===== config.mk =====
export PLATFORM = sky130hd
export DESIGN_NAME = rvm_trap_seq
export DESIGN_NICKNAME = d
export VERILOG_FILES = /design/src/rtl/rvm_trap_seq.sv
export SDC_FILE = /design/constraint.sdc
export NUM_CORES = 1
export LEC_CHECK = 0
export ABC_AREA = 1
export CELL_PAD_IN_SITES_DETAIL_PLACEMENT = 0
export CELL_PAD_IN_SITES_GLOBAL_PLACEMENT = 1
export CORE_ASPECT_RATIO = 0.75
export CORE_MARGIN = 1
export CORE_UTILIZATION = 24
export DETAILED_ROUTE_END_ITERATION = 8
export PLACE_DENSITY = 0.86
export SKIP_LAST_GASP = 1
export SLEW_MARGIN = 15
export SYNTH_ARGS = -nofsm -noshare
export SYNTH_HDL_FRONTEND = slang
export SYNTH_SLANG_ARGS = --single-unit
export TNS_END_PERCENT = 1

===== constraint.sdc =====
create_clock -name clk -period 4.63 [get_ports clk]
set_input_delay 0.926 -clock clk [delete_from_list [all_inputs] [get_ports clk]]
set_output_delay 0.926 -clock clk [all_outputs]
set_load 0.02 [all_outputs]

===== src/rtl/rvm_trap_seq.sv =====
// Trap sequencer: accepts exceptions, interrupts and MRET, sequences the
// mepc/mcause/mtval/mstatus updates and redirects the PC to the trap vector
// or the return address.
module rvm_trap_seq #(
  parameter int TRAP_ADDR_LSB = 2
) (
  input  logic        clk,
  input  logic        reset,
  input  logic        core_stall,
  input  logic        instr_retired,
  input  logic [31:0] pc,
  input  logic [31:0] next_pc,
  input  logic        exc_valid,
  input  logic [3:0]  exc_cause,
  input  logic [31:0] exc_tval,
  input  logic [2:0]  irq_pending,
  input  logic        mret,
  input  logic [31:0] mepc,
  input  logic [29:0] mtvec,
  input  logic        mstatus_wen,
  input  logic [31:0] mstatus_wdata,
  output logic        trap_busy,
  output logic        mepc_wen,
  output logic [31:0] mepc_wdata,
  output logic        mcause_wen,
  output logic [31:0] mcause_wdata,
  output logic        mtval_wen,
  output logic [31:0] mtval_wdata,
  output logic        mstatus_mie,
  output logic        mstatus_mpie,
  output logic        pc_redirect,
  output logic [31:0] pc_redirect_addr
);

  typedef enum logic [1:0] {IDLE, SAVE, VECTOR, RETURN} state_t;

  localparam logic [31:0] VEC_MASK = ~((32'd1 << TRAP_ADDR_LSB) - 32'd1);

  state_t      state;
  state_t      state_next;
  logic [31:0] cause_q;
  logic [31:0] epc_q;
  logic [31:0] tval_q;
  logic        is_exc_q;
  logic [31:0] redirect_addr_q;
  logic        mie_q;
  logic        mpie_q;
  logic        take_exc;
  logic        take_irq;
  logic        take_mret;
  logic [3:0]  irq_code;
  logic [31:0] vector_addr;
  logic        unused_wdata_bits;

  assign vector_addr = {mtvec, 2'b00} & VEC_MASK;

  // Only MIE and MPIE of the mstatus write data matter; the rest is folded into a sink.
  assign unused_wdata_bits = ^{mstatus_wdata[31:8], mstatus_wdata[6:4], mstatus_wdata[2:0]};

  // Acceptance decision in IDLE: exception beats interrupt beats MRET.
  always_comb begin
    take_exc  = 1'b0;
    take_irq  = 1'b0;
    take_mret = 1'b0;
    irq_code  = 4'd0;
    if (state == IDLE && !core_stall) begin
      if (exc_valid)
        take_exc = 1'b1;
      else if (instr_retired && mie_q && irq_pending != 3'b000)
        take_irq = 1'b1;
      else if (mret)
        take_mret = 1'b1;
    end
    if (irq_pending[2])
      irq_code = 4'd11;
    else if (irq_pending[1])
      irq_code = 4'd3;
    else if (irq_pending[0])
      irq_code = 4'd7;
  end

  // State register.
  always_ff @(posedge clk or posedge reset) begin
    if (reset)
      state <= IDLE;
    else
      state <= state_next;
  end

  // Next-state logic and strobes decoded from the current state.
  always_comb begin
    state_next  = state;
    mepc_wen    = 1'b0;
    mcause_wen  = 1'b0;
    mtval_wen   = 1'b0;
    pc_redirect = 1'b0;
    trap_busy   = 1'b1;
    case (state)
      IDLE: begin
        trap_busy = 1'b0;
        if (take_exc || take_irq)
          state_next = SAVE;
        else if (take_mret)
          state_next = RETURN;
      end
      SAVE: begin
        mepc_wen   = 1'b1;
        mcause_wen = 1'b1;
        mtval_wen  = is_exc_q;
        state_next = VECTOR;
      end
      VECTOR: begin
        pc_redirect = 1'b1;
        state_next  = IDLE;
      end
      RETURN: begin
        pc_redirect = 1'b1;
        state_next  = IDLE;
      end
      default: state_next = IDLE;
    endcase
  end

  // Latch trap information on acceptance and register the redirect target one cycle ahead.
  always_ff @(posedge clk or posedge reset) begin
    if (reset) begin
      cause_q         <= 32'd0;
      epc_q           <= 32'd0;
      tval_q          <= 32'd0;
      is_exc_q        <= 1'b0;
      redirect_addr_q <= 32'd0;
    end else begin
      if (take_exc) begin
        epc_q    <= pc;
        cause_q  <= {28'd0, exc_cause};
        tval_q   <= exc_tval;
        is_exc_q <= 1'b1;
      end else if (take_irq) begin
        epc_q    <= next_pc;
        cause_q  <= {1'b1, 27'd0, irq_code};
        tval_q   <= 32'd0;
        is_exc_q <= 1'b0;
      end
      case (state_next)
        VECTOR:  redirect_addr_q <= vector_addr;
        RETURN:  redirect_addr_q <= mepc;
        default: redirect_addr_q <= 32'd0;
      endcase
    end
  end

  // mstatus interrupt-enable bits; trap and return updates take precedence over CSR writes.
  always_ff @(posedge clk or posedge reset) begin
    if (reset) begin
      mie_q  <= 1'b0;
      mpie_q <= 1'b0;
    end else if (state == SAVE) begin
      mpie_q <= mie_q;
      mie_q  <= 1'b0;
    end else if (state == RETURN) begin
      mie_q  <= mpie_q;
      mpie_q <= 1'b1;
    end else if (mstatus_wen) begin
      mie_q  <= mstatus_wdata[3];
      mpie_q <= mstatus_wdata[7];
    end
  end

  assign mepc_wdata       = epc_q;
  assign mcause_wdata     = cause_q;
  assign mtval_wdata      = tval_q;
  assign mstatus_mie      = mie_q;
  assign mstatus_mpie     = mpie_q;
  assign pc_redirect_addr = redirect_addr_q;

endmodule

==> run_results.csv, run 1 <==
group,metric,value,unit
run_status,result_of_the_run,"completed",
critical_path,cp_data_arrival_time,2.20,ns
drt,detail-route-antenna-nets,0,
clock_network,postCtsResizedCells,0,
clock_network,clk_latency,0.35,ns
yosys,number_of_enable_type_register_cells_in_the_synthesized_netlist,0,
timing,final.period_utilization,0.6756,
clock_network,cts_bufs_inserted,9,
placement,placedCellCount,1156,
critical_path,critPathRequiredTime,3.70,ns
placement,placed_cell_area,7945,µm²
yosys,synth.cell_area,5106,µm²
floorplanning,initial_core_util,0.2485,
global_routing,total_global_route_track_usage,0.1517,
yosys,syn_inst,631,
finish,antennaDiodeCount,0,
timing,finalSetupViolations,0,
critical_path,timing_worst_setup_path_type,"flip-flop to primary output",
critical_path,path_depth,5,
finish,design.final.nets,1089,
critical_path,cp_top_family,"buffers and inverters",
yosys,synthDominantAreaCellType,"dfrtp_1",
timing,timing_hold_violations_final,0,
power,ir_drop,0.1984,mV
yosys,ys_top_cells_by_area,"dfrtp_1 52%, nand2_1 23%, nand4_1 8.1%",
drt,drt_iter0_markers,263,
timing,timing.slew.headroom,0.3145,
finish,final_area,8243,µm²
critical_path,crit_path_start_kind,"flip-flop",
power,power-per-cell-area,480.5,nW/µm²
clock_network,clk_transition_reported_paths,0.08,ns
global_routing,wire_length_of_the_first_global_routing_pass,25.42,mm
flow_run,maxCapViolations,0,
critical_path,r2r_cells,6,
hold_path,hold_depth,2,
critical_path,number_of_buffer_and_inverter_stages_on_the_critical_path,4,
yosys,syn-mean-instance-area,8.092,µm²
critical_path,crit_path_max_incr_delay,0.66,ns
critical_path,critPathMaxFanout,26,
yosys,synth_cell_type_count,19,
critical_path,critical_path.cell_chain,"inv_1 > nand2_1 > inv_1 > buf_4 > clkdlybuf4s50_1",
timing,worst_pin_slew,1.027,ns
timing,finalCriticalPeriod,3.128,ns
critical_path,critPathMostFrequentCell,"inv_1",
global_routing,vias_in_the_first_global_route,4737,
clock_network,total_setup_buffers_inserted_after_cts,0,
yosys,yosys-top-cells-count,"309 x nand2_1, 106 x dfrtp_1, 66 x nand4_1",
yosys,netlist.area_leader.share,0.5195,
timing,timing.clock.skew,0.01135,ns
critical_path,timing.critical_path.slowest_stage_cell,"clkdlybuf4s50_1",
drt,vias_per_cell,4.324,
global_routing,grt-ovfl-total,0,
clock_network,cts_tree,"done",
yosys,postSynthRegisterBits,106,
power,power.static_leakage,4.005,nW
yosys,ys.flop_type,"dfrtp_1",
timing,fin_tns_setup,0,ns
floorplanning,io_pins,339,
yosys,synth.yosys.seq_area_share,0.5195,
floorplanning,core,20550,µm²
placement,detailed_place_hpwl,12.03,mm
timing,final-max-slew-violation-count,0,
drt,postRouteWirelength,16.84,mm
timing,rsz_0062_raised_after_global_routing,"false",
floorplanning,floorplan.die_area,21870,µm²
finish,ratio_of_cells_with_drive_above_1_in_the_final_layout,0.04045,
drt,vias,5068,
finish,synthToLayoutAreaGrowth,61.43,%
timing,max_clock_freq,319.7,MHz
placement,globalplace.congestion,0.7762,
global_routing,grt_antenna_before_repair,0,
global_routing,grt_start_max_net_pins,83,
drt,wire_per_inst,14.37,µm
drt,drc_errors,0,
floorplanning,die_height,128.3,µm
floorplanning,floorplan.die.width,170.4,µm
yosys,post-synth-top-count-cell,"nand2_1",
yosys,synth-async-reset-ratio,1.000,
hold_path,hold_class,"flip-flop to flip-flop",
yosys,synth_warnings,0,
floorplanning,row_count,45,
clock_network,cts.root.buffer_cell,"clkbuf_16",
critical_path,end_kind,"primary output",
clock_network,cts-root-to-sink-buffers,2,
clock_network,cts_max_level,3,
drt,drt_first_pass_iters,4,
placement,placement.io_buffers,281,
clock_network,cts_hold_buffers,0,
power,report.power.total,3.961,mW
finish,stdcell_count,1172,
clock_network,cts.sink_count,106,
## tightest hold or removal path: cells and delay by family (launching register included)
kind          cells  cell delay (ns)
flops             1             0.35
simple gates      2             0.09
## final cells by class
class / count / area (µm²)
Clock buffer: 10 / 239.0
Clock inverter: 6 / 56.30
Fill cell: 2120 / 12310
Inverter: 18 / 72.57
Multi-Input combinational cell: 460 / 1989
Sequential cell: 106 / 2653
Tap cell: 282 / 352.8
Timing Repair Buffer: 290 / 2880
## per-layer routing
metal,up-vias,global-route usage,part of all wire
met4,0,0.04346,0.017
met1,2350,0.1787,0.42
met3,17,0.05959,0.098
met5,-,0,0
li1,2479,-,-
met2,222,0.2558,0.47
## stage by stage
| stage | setup slack [ns] | util | hold WS (ns) |
|---|---|---|---|
| finish | 1.502 | 0.4011 | 0.4731 |
| global route | 1.372 | 0.4011 | 0.4941 |
| CTS | 1.457 | 0.4010 | 0.4773 |
| detailed placement | 1.272 | 0.3866 | 0.4580 |
| global placement | 1.272 | 0.3866 | 0.4554 |
| floorplan | 0.9151 | - | 0.4419 |
## placed cells by master (no fill, tap or decap), drive strengths merged
cell type      netlist  routed
clkdlybuf4s50        0     281
nand2              313     313
clkinvlp             0       1
nor2                 8       8
inv                 18      21
clkinv               0       2
nand3               41      41
o2bb2ai              1       1
buf                 66       9
nand4               66      66
o21ai                3       3
conb                 1      27
clkbuf               7      10
o22ai                1       1
dfrtp              106     106
## flip-flops by register name (all words and copies together), names as in the netlist
name / count
is_exc_q: 1
mtval_wdata: 32
mcause_wdata: 5
mstatus_mpie: 1
pc_redirect_addr: 32
mstatus_mie: 1
state: 2
mepc_wdata: 32
## final timing paths
kind	from	endpoint	slack, ns
max reg2reg	state[0]	mepc_wdata[14]	2.21
max	state[1]	mepc_wen	1.50
min reg2reg	mtval_wdata[7]	mtval_wdata[7]	0.47
min in group asynchronous	reset	mtval_wdata[1]	1.11
min	mtval_wdata[7]	mtval_wdata[7]	0.47
max in group asynchronous	reset	pc_redirect_addr[21]	2.84
## logic make-up (layout without fill, tap and decap cells)
group | Yosys count | after routing | synth area share
AND/OR/NAND/NOR | 428 | 428 | 0.3619
flip-flops | 106 | 106 | 0.5195
buffers and inverters | 91 | 324 | 0.1120
AO/OA/AOI/OAI | 5 | 5 | 0.005881
other | 1 | 27 | 0.0007344
## where the power goes
| part | switching (mW) | leakage [nW] | internal (mW) |
|---|---|---|---|
| Combinational | 0.989 | 2.50 | 0.813 |
| Clock | 0.382 | 0.143 | 0.392 |
| Sequential | 0.157 | 1.36 | 1.23 |
Note: power is estimated with default switching activity, not from simulation.
==> inputs of run 2 (changes only) <==
Settings changed: CORE_UTILIZATION 24 to 22, PLACE_DENSITY 0.86 to 0.83.
Clock period 4.63 ns to 2.6 ns, I/O delays scaled along.
==> run_results.csv, run 2 (synthesis gave the netlist of run 1 again) <==
group,metric,value,unit
finish,final.fill_count,2337,
global_routing,total_global_route_track_usage,0.1437,
timing,rsz_0062_raised_after_global_routing,"false",
finish,stdcell_count,1192,
timing,timing.clock.skew,0.006266,ns
critical_path,critPathMaxFanout,11,
drt,postRouteWirelength,17.52,mm
power,power.static_leakage,4.040,nW
critical_path,cp_data_arrival_time,1.91,ns
global_routing,grt_antenna_before_repair,1,
drt,detail-route-antenna-nets,0,
floorplanning,row_count,47,
clock_network,postCtsResizedCells,0,
global_routing,wire_length_of_the_first_global_routing_pass,26.26,mm
clock_network,total_setup_buffers_inserted_after_cts,0,
clock_network,cts_max_level,3,
floorplanning,core,22410,µm²
drt,drt_iter0_markers,191,
run_status,result_of_the_run,"completed",
finish,most_frequent_cells_in_the_layout,"309 x nand2_1, 281 x clkdlybuf4s50_1, 106 x dfrtp_1, 66 x nand4_1, 40 x nand3_1",
timing,final.setup.worst_slack,0.1721,ns
global_routing,vias_in_the_first_global_route,4824,
timing,timing_hold_violations_final,0,
floorplanning,io_pins,339,
floorplanning,floorplan.die.width,177.9,µm
global_routing,grt-ovfl-total,0,
timing,final-max-slew-violation-count,0,
power,power-per-cell-area,847.9,nW/µm²
floorplanning,floorplan.die_area,23830,µm²
hold_path,hold_class,"flip-flop to flip-flop",
power,ir_drop,0.2956,mV
timing,finalSetupViolations,0,
drt,vias_per_cell,4.195,
clock_network,cts-root-to-sink-buffers,2,
global_routing,grt_start_max_net_pins,78,
clock_network,cts_tree,"done",
critical_path,critPathRequiredTime,2.08,ns
placement,detailed_place_hpwl,12.68,mm
finish,design.final.nets,1096,
critical_path,crit_path_start_kind,"flip-flop",
clock_network,cts_hold_buffers,0,
drt,vias,5000,
clock_network,clk_transition_reported_paths,0.08,ns
timing,final.hold.worst_slack,0.4744,ns
clock_network,cts.sink_count,106,
floorplanning,die_height,133.9,µm
timing,fin_tns_setup,0,ns
placement,placement.io_buffers,281,
timing,finalCriticalPeriod,2.428,ns
finish,final_area,8328,µm²
floorplanning,initial_core_util,0.2279,
timing,final.period_utilization,0.9338,
placement,placed_cell_area,8039,µm²
placement,globalplace.congestion,0.7536,
clock_network,clk_latency,0.35,ns
placement,placedCellCount,1175,
placement,post-place-ws,0.2958,ns
clock_network,cts.root.buffer_cell,"clkbuf_16",
clock_network,cts_bufs_inserted,9,
timing,max_clock_freq,411.9,MHz
finish,ratio_of_cells_with_drive_above_1_in_the_final_layout,0.04794,
critical_path,end_kind,"primary output",
critical_path,timing_worst_setup_path_type,"flip-flop to primary output",
flow_run,maxCapViolations,0,
finish,synthToLayoutAreaGrowth,63.10,%
drt,drc_errors,0,
finish,layout.cells.most_common,"nand2_1",
drt,drt_first_pass_iters,4,
drt,wire_per_inst,14.70,µm
-- run 2: cell types whose count changed in the layout (fill, tap and decap cells not counted) --
cell        previous run  this run
clkbuf_8               1         0
diode_2                0         1
clkinvlp_4             1         2
inv_6                  2         1
clkinv_2               0         1
buf_4                  9        14
buf_12                 0         2
-- run 2: worst max-delay path: stages (launching register included) --
cell and delay (ns):
dfrtp_1 0.43, inv_1 0.07, nand2_1 0.06, inv_1 0.31, clkdlybuf4s50_1 0.68
-- run 2: path summary, 6_finish.rpt --
check | slack, ns | from | cells after the start | endpoint
setup / recovery | 0.17 | state[1] | 4 | mcause_wen
hold / removal | 0.47 | mtval_wdata[17] | 2 | mtval_wdata[17]
setup reg to reg | 0.98 | state[0] | 6 | mcause_wdata[1]
hold reg to reg | 0.47 | mtval_wdata[17] | 2 | mtval_wdata[17]
max in group asynchronous | 1.63 | reset | 3 | pc_redirect_addr[28]
min in group asynchronous | 0.64 | reset | 3 | mtval_wdata[5]
-- run 2: report_power, final --
part | internal [mW] | switching, mW
combinational | 1.48 | 1.77
clock | 0.670 | 0.685
sequential | 2.19 | 0.275
total | 4.33 | 2.73
-- run 2: area by class of cell --
| cell class | count | area [µm²] | share of cell area |
|---|---|---|---|
| multi-input cells | 460 | 1989 | 0.2389 |
| clock inverters | 7 | 61.31 | 0.007362 |
| inverters | 18 | 71.32 | 0.008564 |
| clock buffers | 9 | 225.2 | 0.02704 |
| diodes | 1 | 2.502 | 0.0003005 |
| repair buffers | 297 | 2958 | 0.3552 |
| well taps | 294 | 367.9 | 0.04417 |
| flip-flops and latches | 106 | 2653 | 0.3185 |
-- run 2: per-layer routing --
layer,global-route usage,vias to the layer above,wire [µm]
li1,-,2500,-
met1,0.1785,2283,7623
met3,0.05726,14,1790
met2,0.2294,203,7870
met4,0.04036,0,236
met5,0,-,0
-- run 2: per-stage QoR --
stage | power, mW | utilization
after global routing | 7.511 | 0.3717
after global placement | 5.741 | 0.3588
after CTS | 7.202 | 0.3716
final | 7.061 | 0.3717
after detailed placement | 5.777 | 0.3588
after floorplan | 4.132 | -
